## src/rtl/bcd_stopwatch_if.sv

```systemverilog
// Stopwatch command/status bundle.
// The controller drives the master side; the counter sits on the slave side.
interface bcd_stopwatch_if #(
   parameter int DIGITS  = 4,
   parameter int PRESC_W = 32
);
   localparam int SEL_W = $clog2(PRESC_W);

   logic                  cmd_down;
   logic                  cmd_up;
   logic                  cmd_stop;
   logic                  cmd_clear;
   logic                  load_en;
   logic [4*DIGITS-1:0]   load_val;
   logic                  lap;
   logic                  wrap_en;
   logic [SEL_W-1:0]      presc_sel;
   logic [4*DIGITS-1:0]   digits;
   logic [4*DIGITS-1:0]   lap_digits;
   logic [2:0]            state;
   logic                  tick;
   logic                  bound_hit;

   modport master (
      output cmd_down, cmd_up, cmd_stop, cmd_clear,
      output load_en, load_val, lap, wrap_en, presc_sel,
      input  digits, lap_digits, state, tick, bound_hit
   );

   modport slave (
      input  cmd_down, cmd_up, cmd_stop, cmd_clear,
      input  load_en, load_val, lap, wrap_en, presc_sel,
      output digits, lap_digits, state, tick, bound_hit
   );
endinterface

```

## src/rtl/bcd_stopwatch.sv

```systemverilog
// Up/down BCD stopwatch with prescaled tick, preset load,
// lap capture and stop-or-wrap behaviour at the count bounds.
module bcd_stopwatch #(
   parameter int DIGITS  = 4,
   parameter int PRESC_W = 32
) (
   input  logic             clk,
   input  logic             rst_n,
   bcd_stopwatch_if.slave   sw
);
   localparam int DW = 4 * DIGITS;
   localparam logic [PRESC_W-1:0] P_ONE = 1;

   typedef enum logic [2:0] {
      IDLE  = 3'd0,
      STOP  = 3'd1,
      BOUND = 3'd2,
      UP    = 3'd3,
      DOWN  = 3'd4
   } state_t;

   state_t             state_q, state_n;
   logic [DW-1:0]      digits_q, digits_n;
   logic [DW-1:0]      lap_q, lap_n;
   logic [PRESC_W-1:0] presc_q, presc_n;
   logic               tick_q, tick_n;
   logic               bound_q, bound_n;

   logic [DW-1:0]      inc_v, dec_v, ld_v;
   logic [PRESC_W-1:0] limit;
   logic               cy, bw, all9, all0;

   always_ff @(posedge clk or negedge rst_n) begin
      if (!rst_n) begin
         state_q  <= IDLE;
         digits_q <= '0;
         lap_q    <= '0;
         presc_q  <= '0;
         tick_q   <= 1'b0;
         bound_q  <= 1'b0;
      end else begin
         state_q  <= state_n;
         digits_q <= digits_n;
         lap_q    <= lap_n;
         presc_q  <= presc_n;
         tick_q   <= tick_n;
         bound_q  <= bound_n;
      end
   end

   // Ripple increment/decrement; the carry/borrow out flags the bound.
   always_comb begin
      inc_v = '0;
      dec_v = '0;
      ld_v  = '0;
      cy    = 1'b1;
      bw    = 1'b1;
      for (int i = 0; i < DIGITS; i++) begin
         if (cy) begin
            if (digits_q[4*i +: 4] == 4'd9) begin
               inc_v[4*i +: 4] = 4'd0;
            end else begin
               inc_v[4*i +: 4] = digits_q[4*i +: 4] + 4'd1;
               cy = 1'b0;
            end
         end else begin
            inc_v[4*i +: 4] = digits_q[4*i +: 4];
         end
         if (bw) begin
            if (digits_q[4*i +: 4] == 4'd0) begin
               dec_v[4*i +: 4] = 4'd9;
            end else begin
               dec_v[4*i +: 4] = digits_q[4*i +: 4] - 4'd1;
               bw = 1'b0;
            end
         end else begin
            dec_v[4*i +: 4] = digits_q[4*i +: 4];
         end
         if (sw.load_val[4*i +: 4] > 4'd9) begin
            ld_v[4*i +: 4] = 4'd9;
         end else begin
            ld_v[4*i +: 4] = sw.load_val[4*i +: 4];
         end
      end
      all9 = cy;
      all0 = bw;
   end

   // 2^sel - 1; using >= lets a shrinking period expire at once.
   assign limit = (P_ONE << sw.presc_sel) - P_ONE;

   always_comb begin
      state_n  = state_q;
      digits_n = digits_q;
      presc_n  = presc_q;
      tick_n   = 1'b0;
      bound_n  = 1'b0;
      lap_n    = sw.lap ? digits_q : lap_q;
      priority case (1'b1)
         sw.cmd_clear: begin
            digits_n = '0;
            presc_n  = '0;
            state_n  = IDLE;
         end
         sw.load_en: begin
            digits_n = ld_v;
            presc_n  = '0;
            state_n  = STOP;
         end
         sw.cmd_down: begin
            presc_n = '0;
            state_n = DOWN;
         end
         sw.cmd_up: begin
            presc_n = '0;
            state_n = UP;
         end
         sw.cmd_stop: begin
            presc_n = '0;
            state_n = STOP;
         end
         default: begin
            if (state_q == UP || state_q == DOWN) begin
               if (presc_q >= limit) begin
                  presc_n = '0;
                  tick_n  = 1'b1;
                  if (state_q == UP) begin
                     if (all9) begin
                        bound_n = 1'b1;
                        if (sw.wrap_en) digits_n = '0;
                        else state_n = BOUND;
                     end else begin
                        digits_n = inc_v;
                     end
                  end else begin
                     if (all0) begin
                        bound_n = 1'b1;
                        if (sw.wrap_en) digits_n = dec_v;
                        else state_n = BOUND;
                     end else begin
                        digits_n = dec_v;
                     end
                  end
               end else begin
                  presc_n = presc_q + P_ONE;
               end
            end else begin
               presc_n = '0;
            end
         end
      endcase
   end

   assign sw.digits     = digits_q;
   assign sw.lap_digits = lap_q;
   assign sw.state      = state_q;
   assign sw.tick       = tick_q;
   assign sw.bound_hit  = bound_q;
endmodule
```

## src/flat_wrapper.sv

```systemverilog
// flat-port wrapper written by rule: the top's interface ports become plain ports
module bcd_stopwatch_flat 
#(
   parameter int DIGITS  = 4,
   parameter int PRESC_W = 32
)
  (clk, rst_n, sw_cmd_down, sw_cmd_up, sw_cmd_stop, sw_cmd_clear, sw_load_en, sw_load_val, sw_lap, sw_wrap_en, sw_presc_sel, sw_digits, sw_lap_digits, sw_state, sw_tick, sw_bound_hit);
  bcd_stopwatch_if #(.DIGITS(DIGITS), .PRESC_W(PRESC_W)) sw_i ();
  input  logic clk;
  input  logic rst_n;
  input wire logic [$bits(sw_i.cmd_down)-1:0] sw_cmd_down;
  input wire logic [$bits(sw_i.cmd_up)-1:0] sw_cmd_up;
  input wire logic [$bits(sw_i.cmd_stop)-1:0] sw_cmd_stop;
  input wire logic [$bits(sw_i.cmd_clear)-1:0] sw_cmd_clear;
  input wire logic [$bits(sw_i.load_en)-1:0] sw_load_en;
  input wire logic [$bits(sw_i.load_val)-1:0] sw_load_val;
  input wire logic [$bits(sw_i.lap)-1:0] sw_lap;
  input wire logic [$bits(sw_i.wrap_en)-1:0] sw_wrap_en;
  input wire logic [$bits(sw_i.presc_sel)-1:0] sw_presc_sel;
  output wire logic [$bits(sw_i.digits)-1:0] sw_digits;
  output wire logic [$bits(sw_i.lap_digits)-1:0] sw_lap_digits;
  output wire logic [$bits(sw_i.state)-1:0] sw_state;
  output wire logic [$bits(sw_i.tick)-1:0] sw_tick;
  output wire logic [$bits(sw_i.bound_hit)-1:0] sw_bound_hit;
  assign sw_i.cmd_down = sw_cmd_down;
  assign sw_i.cmd_up = sw_cmd_up;
  assign sw_i.cmd_stop = sw_cmd_stop;
  assign sw_i.cmd_clear = sw_cmd_clear;
  assign sw_i.load_en = sw_load_en;
  assign sw_i.load_val = sw_load_val;
  assign sw_i.lap = sw_lap;
  assign sw_i.wrap_en = sw_wrap_en;
  assign sw_i.presc_sel = sw_presc_sel;
  assign sw_digits = sw_i.digits;
  assign sw_lap_digits = sw_i.lap_digits;
  assign sw_state = sw_i.state;
  assign sw_tick = sw_i.tick;
  assign sw_bound_hit = sw_i.bound_hit;
  bcd_stopwatch #(.DIGITS(DIGITS), .PRESC_W(PRESC_W)) u_core (.clk(clk), .rst_n(rst_n), .sw(sw_i));
endmodule
```

## config.mk

```make
export PLATFORM = sky130hd
export DESIGN_NAME = bcd_stopwatch_flat
export DESIGN_NICKNAME = d
export VERILOG_FILES = /design/src/rtl/bcd_stopwatch_if.sv /design/src/rtl/bcd_stopwatch.sv /design/src/flat_wrapper.sv
export SDC_FILE = /design/constraint.sdc
export NUM_CORES = 1
export LEC_CHECK = 0
export ABC_AREA = 1
export CORE_MARGIN = 2
export CORE_UTILIZATION = 36
export CTS_CLUSTER_SIZE = 10
export DETAILED_ROUTE_END_ITERATION = 8
export PLACE_DENSITY = 0.58
export SLEW_MARGIN = 0
export SYNTH_ARGS = -nofsm -noshare
export SYNTH_HDL_FRONTEND = slang
export SYNTH_SLANG_ARGS = --single-unit
```

## constraint.sdc

```tcl
create_clock -name clk -period 3.65 [get_ports clk]
set_input_delay 0.73 -clock clk [delete_from_list [all_inputs] [get_ports clk]]
set_output_delay 0.73 -clock clk [all_outputs]
set_load 0.02 [all_outputs]
```

Word-level counts from Yosys, hierarchy flattened
Index checks and enable logic that the tools add are counted.
{"block": "word_totals", "elab_cells": 134, "in_bits": 30, "ff_bits": 69}
{"block": "op_classes", "reduce_logical": 15, "shift": 1, "add_sub_neg": 10, "n_eq_ne": 15, "magnitude_cmp": 5, "mux": 79}
{"op": "32-bit two-way mux", "count": 7}
{"op": "16-bit two-way mux", "count": 12}
{"op": "4-bit two-way mux", "count": 18}
{"op": "3-bit two-way mux", "count": 11}
{"op": "32-bit by 1-bit adder with 32-bit output, second input constant", "count": 1}
{"op": "32-bit >= comparator", "count": 1}
{"op": "1-bit by 5-bit << shifter with 32-bit output, first input constant", "count": 1}
{"op": "32-bit by 1-bit subtractor with 32-bit output, second input constant", "count": 1}
{"op": "1-bit two-way mux", "count": 31}
{"op": "8-bit AND reduction", "count": 3}
{"op": "4-bit by 1-bit adder with 4-bit output, second input constant", "count": 4}
{"op": "4-bit == test, second input constant", "count": 4}
{"op": "4-bit greater-than comparator, second input constant", "count": 4}
{"op": "4-bit zero test", "count": 4}
{"op": "4-bit by 1-bit subtractor with 4-bit output, second input constant", "count": 4}
{"op": "5-bit by 3-bit inequality test with 1-bit output, second input constant", "count": 3}
{"op": "6-bit nonzero test", "count": 2}
{"op": "5-bit inequality test, second input constant", "count": 2}
{"op": "3-bit by 1-bit inequality test with 1-bit output, second input constant", "count": 3}
{"op": "7-bit by 6-bit inequality test with 1-bit output, second input constant", "count": 1}
{"op": "7-bit AND reduction", "count": 1}
{"op": "7-bit nonzero test", "count": 1}
{"op": "3-bit nonzero test", "count": 2}
{"op": "4-bit AND reduction", "count": 1}
{"op": "other kinds (3)", "count": 3}

Depth between registers and ports, before layout
{"block": "depth", "depth_word": 15, "ltp_mapped": 28, "depth_no_buf": 26}

Least setup slack after synthesis
Ideal clock, no wire load.
{"block": "synth_timing", "path_kind": "input to register", "startpoint": "input port sw_presc_sel[3]", "endpoint": "register u_core.digits_q[7] (netlist: u_core.sw.digits[7])", "stages": 28, "setup_time_ps": 118, "setup_slack_ps": 70, "required_ps": 3532, "path_buffers": 2, "t_arrival_ps": 3462, "path_cell_list": "buf_4 -> inv_2 -> buf_6 -> nand3_1 -> inv_1 -> nand2_1 -> ha_1 -> nand2_1 -> nor2_4 -> nand2_4 -> nor2_8 -> nand3_2 -> xor2_1 -> inv_1 -> ha_1 -> nand2_1 -> nor2_1 -> nand2_1 -> nor2_1 -> nor2_1 -> nand2_1 -> nand2_1 -> nand2_1 -> nand2_1 -> nand2_2 -> nand2_1 -> nand2_1 -> nand2_1"}
{"block": "synth_via", "elab_chain_len": 5}
{"element": "start, declared", "line": "flat_wrapper.sv:19", "text": "input wire logic [$bits(sw_i.presc_sel)-1:0] sw_presc_sel;"}
{"element": "1-bit by 5-bit << shifter with 32-bit output", "line": "bcd_stopwatch.sv:90", "text": "assign limit = (P_ONE << sw.presc_sel) - P_ONE;"}
{"element": "32-bit by 1-bit subtractor with 32-bit output", "line": "bcd_stopwatch.sv:90"}
{"element": "32-bit >= comparator", "line": "bcd_stopwatch.sv:124", "text": "if (presc_q >= limit) begin"}
{"element": "3-bit nonzero test (no line)"}
{"element": "8-bit AND reduction (no line)"}
{"element": "end signal, assigned", "line": "bcd_stopwatch.sv:43", "text": "digits_q <= digits_n;"}
{"element": "end, declared", "line": "bcd_stopwatch.sv:23", "text": "logic [DW-1:0] digits_q, digits_n;"}
Every way passes these cells.
A chain may end at the register's enable or synchronous reset.

Final worst setup path
{"block": "layout_timing", "startpoint": "input port sw_presc_sel[3]", "endpoint": "register u_core.presc_q[24]"}
{"block": "layout_via", "elab_chain_len": 10}
{"element": "1-bit by 5-bit << shifter with 32-bit output", "line": "bcd_stopwatch.sv:90"}
{"element": "32-bit by 1-bit subtractor with 32-bit output", "line": "bcd_stopwatch.sv:90"}
{"element": "32-bit >= comparator", "line": "bcd_stopwatch.sv:124"}
{"element": "32-bit two-way mux", "line": "bcd_stopwatch.sv:124"}
{"element": "32-bit two-way mux", "line": "bcd_stopwatch.sv:123", "text": "if (state_q == UP || state_q == DOWN) begin"}
{"element": "32-bit two-way mux (5 in a row)", "line": "bcd_stopwatch.sv:99", "text": "priority case (1'b1)"}
{"element": "named net u_core.presc_n[24]", "line": "bcd_stopwatch.sv:25", "text": "logic [PRESC_W-1:0] presc_q, presc_n;"}
{"element": "end signal, assigned", "line": "bcd_stopwatch.sv:45", "text": "presc_q <= presc_n;"}
{"element": "end, declared", "line": "bcd_stopwatch.sv:25"}
The timed path passes the listed nets, and every way through them passes these cells.

==> impl_summary.txt <==
----------------------------------------------------
[Synthesis]
  Area of the mapped netlist ... 5790 µm²
  Syn_area_per_cell ... 7.07 µm²
  Top-area cell type share of the netlist area ... 29.8%
  Dominant cell type by area after synthesis ... dfrtp_1
  Fraction of the yosys area taken by sequential cells ... between 20% and 30%
  Synthesized flop and latch total ... 69
  Syn nets ... 896
  Fraction of synthesis flops using an asynchronous set or reset pin ... 100%
  Gate Count Post-Synth ... 819
  Number of enable flip-flop cells after synthesis ... 0
  Total number of yosys warnings ... 0
  Cell with the most instances after synthesis ... nand2_1
  Synth cell count leaders ... nand2_1, nor2_1, inv_1, dfrtp_1, nand3_1
  Post-synth top flop ... dfrtp_1
  Yosys cell types ... 45
  Synth area leaders ... dfrtp_1, nand2_1, ha_1

[Placed design]
  Global placer's final weighted congestion ... approximately 0.88
  Final HPWL DP ... approximately 12000 µm
  Port bufs ... 66
  Placement Cell Area ... approximately 7100 µm²
  Number of instances in the placed design ... about 1200
  Pre-CTS setup slack ... -0.779 ns

[Global routing]
  Remaining global-route overflow ... 0
  Met1 demand-to-capacity share in global routing ... 25.4%
  Met3 Track Usage GR ... under 10%
  Total GRT Usage ... between 10% and 20%
  Number of antenna violations at the first check in global routing ... 0
  Met2 track demand over resource in global routing ... 32.7%
  Via count of the first global-routing pass ... 5508
  First-pass GRT wire length ... 26400 µm
  Largest net degree at the start of global routing ... 70
  Global route hottest layer ... met2

[Setup path]
  CP arrival ... 3.61 ns
  Worst setup SP type ... input pin
  Critical-path maximum fanout ... 7
  Required time at the endpoint of the critical path ... between 3 and 4 ns
  Classification of the worst setup path ... in -> reg
  Nature of the critical path endpoint ... flop

[Pwr]
  Worst IR drop on VDD ... around 330 µV
  Cell leakage power ... between 3 and 4 nW
  P per Cell Area ... 350 nW/µm²

[Clock network]
  CTS H-tree depth ... 3
  Number of buffers added by the clock tree synthesis step ... 9
  Skew-Pair Late Insertion Delay ... between 0.3 and 0.4 ns
  Post-CTS Hold Fix Bufs ... 0
  Clock edge transition at the registers on the reported setup and hold paths ... 0.06 ns
  Clock root cell ... clkbuf_16
  Sink Count ... between 60 and 70
  Clock tree from TritonCTS ... done
  Buffers from clock root to sink, at most ... 2

[Floorplanning]
  Number of placement rows ... 46
  Die Span X ... 131 µm
  Initial core utilization ... 36.7%
  Die Footprint ... 17100 µm²
  Chip Height ... 131 µm
  Number of top-level pins ... 67
  Floorplan Core Area ... approximately 16000 µm²

[Timing]
  Period minus WS final ... around 3.3 ns
  Final hold violations ... 0
  Final setup violation count ... 0
  Clock skew ... 0.00821 ns
  Post-route clock period utilization ... 91.7%
  Final-report max-slew violation count ... 0
  Final WS setup ... 0.304 ns
  Worst slack on hold paths ... 0.502 ns
  Maximum clock rate ... 299 MHz
  Worst-margin pin slew ... 0.914 ns
  Headroom to the max-slew limit ... 39.0%

[Detailed routing]
  Avg Vias per Cell ... 4.92
  Drt total wl ... ~16000 µm
  Number of design rule violations left after detail routing ... 0
  DR WL/cell ... 13.6 µm
  Number of optimization iterations in the first detailed-route pass ... 5
  Initial drt markers ... 244
  Antenna-violating nets left ... 0
  DR vias ... 5772

[Outcome]
  Run status ... complete, no violations

[Finish]
  # nets final ... roughly 1000
  Filler instances ... 1638
  Layout overhead on the synthesized area ... 31.3%
  Ratio of cells with drive above 1 in the final layout ... 16.1%
  Area of all placed cells without fillers ... 7600 µm²
  Cell Count, Final, Fillers Out ... 1174
  Count of antenna diodes in the layout ... 0

[Job]
  Max Cap Violations ... 0

[Worst hold path]
  Worst min-delay path category ... in -> async

----------------------------------------------------
## timing repair
action | CTS | global route
setup buffers | 0 | 3
endpoints found under the setup margin | 53 | 53
resized for setup | 11 | 30
pin swaps | 3 | 10
gates cloned | 1 | 1
## report_power, final
part	switching [mW]	internal, mW
Clock	0.345	0.663
Sequential	0.0678	0.818
Combinational	0.436	0.330
## flip-flops by register name, summed over array words and instances (netlist names)
name and flops:
u_core.presc_q 32, u_core.sw.bound_hit 1, u_core.sw.digits 16, u_core.sw.lap_digits 16
u_core.sw.state 3, u_core.sw.tick 1
## metal layers
metal,vias up,wire length (µm)
met5,-,0
met4,0,187
met3,16,602
met2,106,7540
met1,2642,7690
li1,3008,-
## final timing paths
| path | from | to | slack [ns] | cells after the start |
|---|---|---|---|---|
| setup / recovery | sw_presc_sel[3] | u_core.presc_q[24] | 0.30 | 24 |
| min in group clk | u_core.sw.lap_digits[4] | u_core.sw.lap_digits[4] | 0.53 | 2 |
| max in group asynchronous | rst_n | u_core.presc_q[1] | 2.52 | 1 |
| hold reg to reg | u_core.sw.lap_digits[4] | u_core.sw.lap_digits[4] | 0.53 | 2 |
| setup reg to reg | u_core.sw.state[2] | u_core.sw.digits[6] | 1.24 | 12 |
| hold / removal | rst_n | u_core.sw.lap_digits[2] | 0.50 | 1 |
## final cells by class
type                       instances  area, µm²  area share, %
multi-input combinational        637       3680           48.4
sequential                        69       1730           22.7
inverter                          95        364           4.79
clock inverter                     6        113           1.48
tap                              216        270           3.56
timing repair buffer             142       1220           16.1
clock buffer                       9        225           2.96
## critical path, cell delays in order
cell	delay, ns
buf_4	0.13
nor4_4	0.31
nand2_1	0.12
ha_2	0.21
nand2_2	0.09
nor2_4	0.05
nand2_4	0.09
nor2_8	0.06
buf_4	0.13
buf_4	0.12
nand3b_1	0.07
nand2_1	0.06
ha_1	0.27
nand2_1	0.07
o21ai_0	0.10
nand2_1	0.07
nand2_1	0.05
a21oi_1	0.15
nand2_2	0.10
buf_4	0.16
nor2_4	0.15
buf_6	0.13
o21ai_0	0.07
a21oi_1	0.12
## kinds of logic (layout without fill, tap and decap cells)
logic type | after synthesis | in the layout | share of synthesized area (%)
other cells | 1 | 1 | 0.0648
simple gates | 451 | 452 | 36.6
compound gates | 105 | 105 | 10.2
flops | 69 | 69 | 29.8
fa+ha+maj | 47 | 47 | 10.2
xor+xnor | 32 | 32 | 4.84
buf+inv | 114 | 252 | 8.26
## cells in the final DEF, fill, tap and decap left out, types with 8 or more instances in the layout
master           Yosys  routed
a21oi_1             52      52
buf_4                3      77
clkbuf_16            0       9
clkdlybuf4s50_1      0      60
dfrtp_1             69      69
ha_1                47      46
inv_1               81      81
inv_2               11       9
nand2_1            182     177
nand2_2              3       8
nand3_1             68      67
nand4_1             32      32
nor2_1              96      96
nor3_1              30      30
o21ai_0             26      26
xnor2_1             10       9
xor2_1              22      22
## through the flow
stage          utilization [%]  power, mW   TNS, ns
6_report                  48.2       2.66         0
5_1_grt                   48.2       2.81  -0.00302
4_1_cts                   47.6       2.67         0
3_5_place_dp              45.3       1.65    -36.86
3_3_place_gp              45.3       1.65    -30.36
2_1_floorplan                -       1.34         0
(Power assumes the default switching activity.)
